--- src/rtl/ray_pkg.sv ---
// Shared types and constants for the primary-ray scheduler.
// Doubles are carried as opaque 64-bit fields; nothing here does floating-point math.
package ray_pkg;

  localparam int DBL_W = 64;
  localparam int VEC_W = 192;

  // Direction vector field positions: {x, y, z}
  localparam int X_HI = 191;
  localparam int X_LO = 128;
  localparam int Y_HI = 127;
  localparam int Y_LO = 64;
  localparam int Z_HI = 63;
  localparam int Z_LO = 0;

  typedef enum logic [2:0] {
    IDLE  = 3'd0,
    FETCH = 3'd1,
    EVAL  = 3'd2,
    EMIT  = 3'd3,
    DONE  = 3'd4
  } state_t;

endpackage

--- src/rtl/ray_scheduler_pixel_counter.sv ---
// Raster position counter: walks x across a row, then steps y, wrapping after the last pixel.
// last flags the final pixel of the frame.
module pixel_counter #(
  parameter int H_RES = 64,
  parameter int V_RES = 48,
  parameter int X_W   = $clog2(H_RES),
  parameter int Y_W   = $clog2(V_RES)
) (
  input  logic           clk,
  input  logic           rst_n,
  input  logic           clr,
  input  logic           inc,
  output logic [X_W-1:0] x,
  output logic [Y_W-1:0] y,
  output logic           last
);

  logic [X_W-1:0] x_reg;
  logic [Y_W-1:0] y_reg;
  logic           x_end;
  logic           y_end;

  assign x_end = (x_reg == X_W'(H_RES - 1));
  assign y_end = (y_reg == Y_W'(V_RES - 1));

  always_ff @(posedge clk) begin
    if (!rst_n) begin
      x_reg <= '0;
      y_reg <= '0;
    end else if (clr) begin
      x_reg <= '0;
      y_reg <= '0;
    end else if (inc) begin
      if (x_end) begin
        x_reg <= '0;
        // wrapping past the final row returns to the origin for the next frame
        y_reg <= y_end ? '0 : y_reg + Y_W'(1);
      end else begin
        x_reg <= x_reg + X_W'(1);
      end
    end
  end

  assign x    = x_reg;
  assign y    = y_reg;
  assign last = x_end && y_end;

endmodule

--- src/rtl/ray_scheduler.sv ---
// Frame sequencer for the sphere-intersect unit: fetch a direction, hold it for the
// intersect latency, capture the hit bit and hand a pixel record downstream.
module ray_scheduler
  import ray_pkg::*;
#(
  parameter int H_RES     = 64,
  parameter int V_RES     = 48,
  parameter int ISECT_LAT = 0,
  parameter int X_W       = $clog2(H_RES),
  parameter int Y_W       = $clog2(V_RES)
) (
  input  logic             clk,
  input  logic             rst_n,
  input  logic             start,
  input  logic [DBL_W-1:0] rad_in,
  input  logic             dir_valid,
  output logic             dir_ready,
  input  logic [VEC_W-1:0] dir_in,
  output logic [VEC_W-1:0] isect_dir,
  output logic [DBL_W-1:0] isect_rad,
  input  logic             isect_hit,
  output logic             pix_valid,
  input  logic             pix_ready,
  output logic [X_W-1:0]   pix_x,
  output logic [Y_W-1:0]   pix_y,
  output logic             pix_hit,
  output logic             pix_last,
  output logic             busy,
  output logic             done
);

  localparam int CNT_W = (ISECT_LAT > 0) ? $clog2(ISECT_LAT + 1) : 1;

  state_t           state_reg, state_next;
  logic [CNT_W-1:0] wait_reg;
  logic [VEC_W-1:0] dir_reg;
  logic [DBL_W-1:0] rad_reg;
  logic             hit_reg;

  logic start_fire;
  logic dir_fire;
  logic pix_fire;
  logic eval_tick;
  logic capture;
  logic frame_last;

  always_comb begin
    state_next = state_reg;
    dir_ready  = 1'b0;
    pix_valid  = 1'b0;
    busy       = 1'b0;
    done       = 1'b0;
    start_fire = 1'b0;
    dir_fire   = 1'b0;
    pix_fire   = 1'b0;
    eval_tick  = 1'b0;
    capture    = 1'b0;
    case (state_reg)
      IDLE: begin
        if (start) begin
          start_fire = 1'b1;
          state_next = FETCH;
        end
      end
      FETCH: begin
        dir_ready = 1'b1;
        busy      = 1'b1;
        if (dir_valid) begin
          dir_fire   = 1'b1;
          state_next = EVAL;
        end
      end
      EVAL: begin
        busy = 1'b1;
        // the hit bit is only trusted once the latency countdown has expired
        if (wait_reg == '0) begin
          capture    = 1'b1;
          state_next = EMIT;
        end else begin
          eval_tick = 1'b1;
        end
      end
      EMIT: begin
        pix_valid = 1'b1;
        busy      = 1'b1;
        if (pix_ready) begin
          pix_fire   = 1'b1;
          state_next = frame_last ? DONE : FETCH;
        end
      end
      DONE: begin
        done       = 1'b1;
        state_next = IDLE;
      end
      default: state_next = IDLE;
    endcase
  end

  always_ff @(posedge clk) begin
    if (!rst_n) begin
      state_reg <= IDLE;
      wait_reg  <= '0;
      dir_reg   <= '0;
      rad_reg   <= '0;
      hit_reg   <= 1'b0;
    end else begin
      state_reg <= state_next;
      if (start_fire) begin
        rad_reg <= rad_in;
      end
      if (dir_fire) begin
        dir_reg  <= {dir_in[X_HI:X_LO], dir_in[Y_HI:Y_LO], dir_in[Z_HI:Z_LO]};
        wait_reg <= CNT_W'(ISECT_LAT);
      end else if (eval_tick) begin
        wait_reg <= wait_reg - CNT_W'(1);
      end
      if (capture) begin
        hit_reg <= isect_hit;
      end
    end
  end

  pixel_counter #(
    .H_RES (H_RES),
    .V_RES (V_RES),
    .X_W   (X_W),
    .Y_W   (Y_W)
  ) u_pixel_counter (
    .clk   (clk),
    .rst_n (rst_n),
    .clr   (start_fire),
    .inc   (pix_fire),
    .x     (pix_x),
    .y     (pix_y),
    .last  (frame_last)
  );

  assign isect_dir = dir_reg;
  assign isect_rad = rad_reg;
  assign pix_hit   = hit_reg;
  assign pix_last  = frame_last;

endmodule

--- config.mk ---
export PLATFORM = sky130hd
export DESIGN_NAME = ray_scheduler
export DESIGN_NICKNAME = d
export VERILOG_FILES = /design/src/rtl/ray_pkg.sv /design/src/rtl/ray_scheduler_pixel_counter.sv /design/src/rtl/ray_scheduler.sv
export SDC_FILE = /design/constraint.sdc
export NUM_CORES = 1
export LEC_CHECK = 0
export BUFFER_PORTS_ARGS = -buffer_cell sky130_fd_sc_hd__buf_2
export CORE_AREA = 2 2 211 213
export CTS_CLUSTER_SIZE = 30
export DETAILED_ROUTE_END_ITERATION = 10
export DIE_AREA = 0 0 213 215
export PLACE_DENSITY_LB_ADDON = 0.08
export SYNTH_ARGS = -nofsm -noshare
export SYNTH_HDL_FRONTEND = slang
export SYNTH_SLANG_ARGS = --single-unit
--- constraint.sdc ---
create_clock -name clk -period 2.2 [get_ports clk]
set_input_delay 0.22 -clock clk [delete_from_list [all_inputs] [get_ports clk]]
set_output_delay 0.22 -clock clk [all_outputs]
set_load 0.005 [all_outputs]
==> results of run 1 <==
==> power groups by stage <==
stage / Sequential, mW / Combinational [mW] / Clock [mW]
after floorplan: 5.46 / 0.614 / 0
after global placement: 5.43 / 1.42 / 0
after detailed placement: 5.43 / 1.43 / 0
after CTS: 5.33 / 1.81 / 5.73
after global routing: 5.36 / 1.96 / 5.92
final: 5.33 / 1.78 / 5.47
==> metrics by stage <==
step / instance area [um2] / setup slack [ns] / hold WS, ns
detailed placement: 13000 / 0.375 / 0.444
global route: 16700 / 0.0209 / 0.0518
CTS: 16700 / 0.00491 / 0.0105
global placement: 13000 / 0.396 / 0.438
floorplan: 9680 / 0.559 / 0.356
finish: 16700 / 0.117 / 0.0473
==> per-layer routing <==
metal	up-vias	routed length [um]	track usage, %
met5	-	27	0
met4	4	1210	6.39
met3	79	3050	4.76
met2	349	18600	28.4
met1	4919	16900	19.9
li1	5447	-	-
==> cells in the final DEF (no fill, tap or decap), drive strengths merged, types with 3 or more instances in the layout <==
| master | instances |
|---|---|
| clkbuf | 53 |
| dlygate4sd3 | 258 |
| dfxtp | 273 |
| nor2 | 15 |
| diode | 3 |
| buf | 559 |
| clkinv | 6 |
| xnor2 | 5 |
| nand3 | 6 |
| nor4 | 5 |
| nor3 | 5 |
| inv | 3 |
| a21oi | 261 |
| nand2 | 522 |
==> worst paths after layout <==
path,to,depth (start not counted)
worst max register to register,u_pixel_counter.y[3],6
worst max-delay path,pix_last,5
worst min register to register,isect_rad[49],2
worst min-delay path,u_pixel_counter.y[0],3
==> what timing repair did <==
item,in CTS,in global routing
hold buffers,258,0
gates resized for setup,8,3
buffers inserted,0,1
pin swaps,0,1
setup endpoints to repair,1,1
hold endpoints to repair,258,0
==> cell families after synthesis <==
group,Yosys count
AOI/OAI and AO/OA,269
buffers and inverters,92
xor gates and xnor gates,6
adders and majority gates,2
muxes,2
and+or+nand+nor,569
DFF,273
==> layout make-up <==
cell class	count	share of cell area [%]
repair buffers	817	33.4
flip-flops and latches	273	32.7
multi-input cells	848	22.8
clock buffers	53	6.31
well taps	592	4.42
clock inverters	7	0.224
inverters	3	0.112
diodes	3	0.0448
==> worst min-delay path: stages <==
cell and delay, ns:
buf_2 0.17, o311ai_4 0.10, nor2_1 0.05
==> summary.md, run 1 <==
| Metric | Value |
|---|---|
| Die Y | 215 um |
| VDD IR max | 0.463 mV |
| Starting Density | 22.2% |
| Post-layout minimum cycle time | 2.08 ns |
| Gate count after technology mapping | 1213 |
| Sink Count | roughly 270 |
| Ports | approximately 540 |
| Placed cell count | 2274 |
| Area leader, netlist | dfxtp_1 |
| Yosys cell types | 42 |
| Worst Path Arrival | 1.86 ns |
| Crit-path cells | ha_1, nand3_2, or3b_4, nor2_4, buf_2 |
| Post-synthesis compound-gate area fraction | 14.3% |
| Max reg flops | 192 |
| Top FF cell, synth | dfxtp_1 |
| Row count | 77 |
| Leak | approximately 7.5 nW |
| Sw Pwr | 3.18 mW |
| R2r setup slk | 0.44 ns |
| Final period util | 94.7% |
| Clk buf depth | 3 |
| GRT Util Overall | 16.7% |
| RePlAce Congestion | 0.782 |
| Final nets | 2241 |
| Clock Latency Late Sink | 0.54 ns |
| Simple-gate portion of the synthesized area | 23.7% |
| # fillers | 4762 |
| Vias in the first global route | 10700 |
| Final core utilization | roughly two fifths |
| Hold Crit Start | rst_n |
| Combinational power share | 14.1% |
| Syn avg cell area | 7.98 um2 |
| Synth warnings | 0 |
| Yosys top cell area share | a little under three fifths |
| Root Buffer | clkbuf_16 |
| Clk pwr share | 43.5% |
| First-pass detailed-route iteration total | 4 |
| Startpoint types | register |
| DR vias/cell | 4.16 |
| PwrDens | ~750 nW/um2 |
| Top cells by count, synth | nand2_1 (522), dfxtp_1 (273), a21oi_1 (261) |
| Worst Tran Pin Value | 0.708 ns |
| Gr ovfl total | 0 |
| Final Hold Vio Count | 0 |
| Max-cap viol count | 0 |
| CP Buf/Inv Count | 1 |
| Final setup viols | 0 |
| Worst Path Max Fanout | 4 |
| Setup_tns | 0 ns |
| Crit-path leading delay family | simple AND/OR/NAND/NOR gates |
| Fmax achieved | 0.480 GHz |
| Critical path launch point | u_pixel_counter.y[0] |
| Internal Power | ~9.4 mW |
| Register area | 5470 um2 |
| Full die area | approximately 46000 um2 |
| Main combinational cell family by area after synthesis | simple AND/OR/NAND/NOR gates |
| Fin. max-slew vios | 0 |
| Status | finished, final reports clean |
| Clock transition at path regs | 0.06 ns |
| Async SR Flop Fraction | 0% |
| Final ANT Viol Nets | 0 |
| CP endpoint kind | output port |
| Htree depth | 2 |
| Area of the multi-input gates | 3820 um2 |
| EDFF count, synth | 0 |
| Hold Path Class | input pin to register |
| Final WL | around 40000 um |
| Die width | 213 um |
| Share of post-route cells with drive strength above 1 | around a third |
| Post-synth net total | 1477 |
| Synthesized area | 9680 um2 |
| PortBufs | about 540 |
| Global-route wire length before repair | 60300 um |
| Rel. slew slack | between 50% and 60% |
| Most numerous cell in the Yosys netlist | nand2_1 |
| Core area | 43600 um2 |
| Final Skew | 0.0138 ns |
| DP HPWL | 27400 um |
| Worst EP required | 1.98 ns |
| RSZ-0062 raised after global routing | false |
| Antenna violations before repair | 5 |
| Reg power frac | 42.4% |
| Initial DRC Count | 522 |
| WL/cell | 15.3 um |
| Final std cells w/o fill | 2596 |
| P&R area growth vs syn | 73.0% |
| Number of CTS-inserted buffers | 34 |
| Post-Synth XOR/XNOR Area | 0.543% |
| WS Path Type | register to output port |
| Synth Area in Adders | less than 1% |
| Synth Register Bits | 273 |
| Fraction of synthesized area in multiplexers | less than 1% |
| Vias | 10800 |
| Sw Ratio | 25.3% |
| Tot Pwr | about 13 mW |
| Remaining DRCs | 0 |
| Pin count of the biggest net entering global routing | 96 |
| CP max stage delay | 0.44 ns |
| Crit-path slowest cell | or3b_4 |
| Register area share after synthesis | 56.5% |
| Worst r2r src | u_pixel_counter.y[0] |
| Synth top area cells | dfxtp_1 (56%), nand2_1 (20%), a21oi_1 (13%) |
| CTS tree | yes |
Power figures use the tool's default switching activity.
==> inputs of run 2 (changes only) <==
==> constraint.sdc (replaced) <==
create_clock -name clk -period 2.2 [get_ports clk]
set_input_delay 0.22 -clock clk [delete_from_list [all_inputs] [get_ports clk]]
set_output_delay 0.22 -clock clk [all_outputs]
set_load 0.01 [all_outputs]
==> run 2 against run 1 <==
Worst hold slack better by 0.15 ns. Clock skew is 0.0027 ns lower. Fmax is 0.69% lower. Combinational power is 5% higher. Flip-flop and latch count stayed put. Highest routed layer unchanged.
==> summary.md, run 2 (synthesis gave the netlist of run 1 again) <==
| Metric | Value |
|---|---|
| Status | finished, final reports clean |
| Final setup margin | 0.102 ns (-0.0145 ns) |
| Clk buf depth | 3 (unchanged) |
| Worst EP required | 1.98 ns (about the same) |
| Pre-CTS WS | 0.377 ns (+0.00191 ns) |
| Final Skew | 0.0111 ns (-0.00273 ns) |
| Max layer used | met5 |
| Die Y | 215 um (unchanged) |
| Final Instance Area | 16800 um2 (about the same) |
| Met2 Wirelength | 18600 um (+0.15%) |
| First-pass detailed-route iteration total | 5 (+1) |
| Fin. max-slew vios | 0 (unchanged) |
| PortBufs | 535 (unchanged) |
| Clock transition at path regs | 0.06 ns (about the same) |
| Final std cells w/o fill | 2592 (-0.15%) |
| Share of post-route cells with drive strength above 1 | 31.3% (-0.25 points) |
| Row count | 77 (unchanged) |
| Hold Path Class | input pin to register |
| Crit-path slowest cell | or3b_4 |
| WS Path Type | register to output port |
| Worst Path Max Fanout | 4 (unchanged) |
| CTS tree | yes |
| Setup_tns | 0 ns (unchanged) |
| Final core utilization | 38.4% (about the same) |
| Antenna violations before repair | 4 (-1) |
| Initial DRC Count | 415 (-20%) |
| DR vias/cell | 4.15 (-0.25%) |
| Final WL | 39400 um (-0.89%) |
| RePlAce Congestion | 0.782 (about the same) |
| Full die area | 45800 um2 (unchanged) |
| Rel. slew slack | 56.8% (+4.0 points) |
| RSZ-0062 raised after global routing | false |
| Final Hold Vio Count | 0 (unchanged) |
| WHS | 0.202 ns (+0.155 ns) |
| CP max stage delay | 0.45 ns (about the same) |
| Remaining DRCs | 0 (unchanged) |
| Sink Count | 273 (unchanged) |
| Fmax achieved | 0.477 GHz (-0.69%) |
| P&R area growth vs syn | 73.1% (about the same) |
| Most frequent cells in the layout | buf_2 (534), nand2_1 (521), dfxtp_1 (269) |
| Final ANT Viol Nets | 0 (unchanged) |
| Final setup viols | 0 (unchanged) |
| Worst Tran Pin Value | 0.647 ns (-0.0601 ns) |
| Tot Pwr | 12.8 mW (+1.7%) |
| Core area | 43600 um2 (unchanged) |
| DP HPWL | 27300 um (-0.39%) |
| Worst r2r src | state_reg[1] |
| WL/cell | 15.2 um (-0.74%) |
| Number of CTS-inserted buffers | 35 (+2.9%) |
| Pin count of the biggest net entering global routing | 96 (unchanged) |
| Met3 wire length | 3170 um (+3.9%) |
| VDD IR max | 0.421 mV (-9.0%) |
| Worst Path Arrival | 1.88 ns (+0.02 ns) |
| Final period util | 95.4% (+0.66 points) |
| Hold Crit Start | dir_valid |
| Global-route wire length before repair | 60000 um (-0.57%) |
| Startpoint types | register |
| Htree depth | 2 (unchanged) |
| Post-layout minimum cycle time | 2.10 ns (+0.0145 ns) |
| Root Buffer | clkbuf_16 |
| DRT met1 WL | 16400 um (-2.7%) |
| Placed cell count | 2274 (unchanged) |
| GRT Util Overall | 16.6% (-0.087 points) |
| Max-cap viol count | 0 (unchanged) |
| Most common cell after layout, fill and taps aside | buf_2 |
| CP endpoint kind | output port |
| Die width | 213 um (unchanged) |
| # Post-CTS Setup Buffers | 0 (unchanged) |
| Leak | 7.49 nW (-0.10%) |
| Crit-path leading delay family | simple AND/OR/NAND/NOR gates |
| Ports | 536 (unchanged) |
| Final nets | 2242 (+0.045%) |
| Gr ovfl total | 0 (unchanged) |
| Crit-path cells | ha_2, nand3_2, or3b_4, nor2_4, buf_6 |
| Post-DP Area | 13000 um2 (unchanged) |
| Starting Density | 22.2% (unchanged) |
| Critical path launch point | u_pixel_counter.y[0] |
| Max reg flops | 192 (unchanged) |
| PwrDens | 763 nW/um2 (+1.6%) |
| Vias | 10800 (-0.41%) |
| Clock Latency Late Sink | 0.53 ns (about the same) |
| CP Buf/Inv Count | 1 (unchanged) |
| Vias in the first global route | 10800 (+0.90%) |
[run 2: changes by cell type in the layout (fill, tap and decap cells not counted), sizes merged]
cell	previous run	this run
clkinvlp	1	0
clkinv	6	2
dlygate4sd3	258	259
bufinv	0	2
diode	3	2
buf	559	558
[run 2: worst paths after layout]
check             slack (ns)        endpoint  cells after the start
hold reg to reg         0.45  isect_dir[124]                      2
setup / recovery        0.10        pix_last                      5
hold / removal          0.20    state_reg[0]                      4
setup reg to reg        0.45   isect_dir[40]                      5
[run 2: report_power, final]
part           switching, mW  internal, mW
registers              0.123          5.21
logic                  0.969         0.901
clock network           2.17          3.43
total                   3.26          9.53
[run 2: repair_timing]
item | CTS | global route
hold buffers | 259 | 0
setup endpoints to repair | 1 | 1
hold endpoints to repair | 260 | 0
pin swaps | 0 | 1
resized for setup | 8 | 6
[run 2: worst register-to-register path, cell delays in order, from the launching register on]
cell and delay [ns]:
dfxtp_1 0.36, nor2b_2 0.19, and3b_4 0.45, buf_12 0.34, nand2_1 0.19, a21oi_1 0.14
[run 2: cell type report]
| class | count | area [um2] |
|---|---|---|
| fillers | 4685 | 26900 |
| diodes | 2 | 5.00 |
| multi-input cells | 848 | 3820 |
| well taps | 592 | 741 |
| clock buffers | 53 | 1030 |
| repair buffers | 817 | 5600 |
| clock inverters | 4 | 70.1 |
| flip-flops and latches | 273 | 5470 |
| inverters | 3 | 18.8 |
[run 2: per-layer routing]
layer,up-vias,global-route usage [%]
met5,-,0
met4,4,5.55
met2,355,28.1
met3,66,5.60
met1,4884,19.7
li1,5445,-
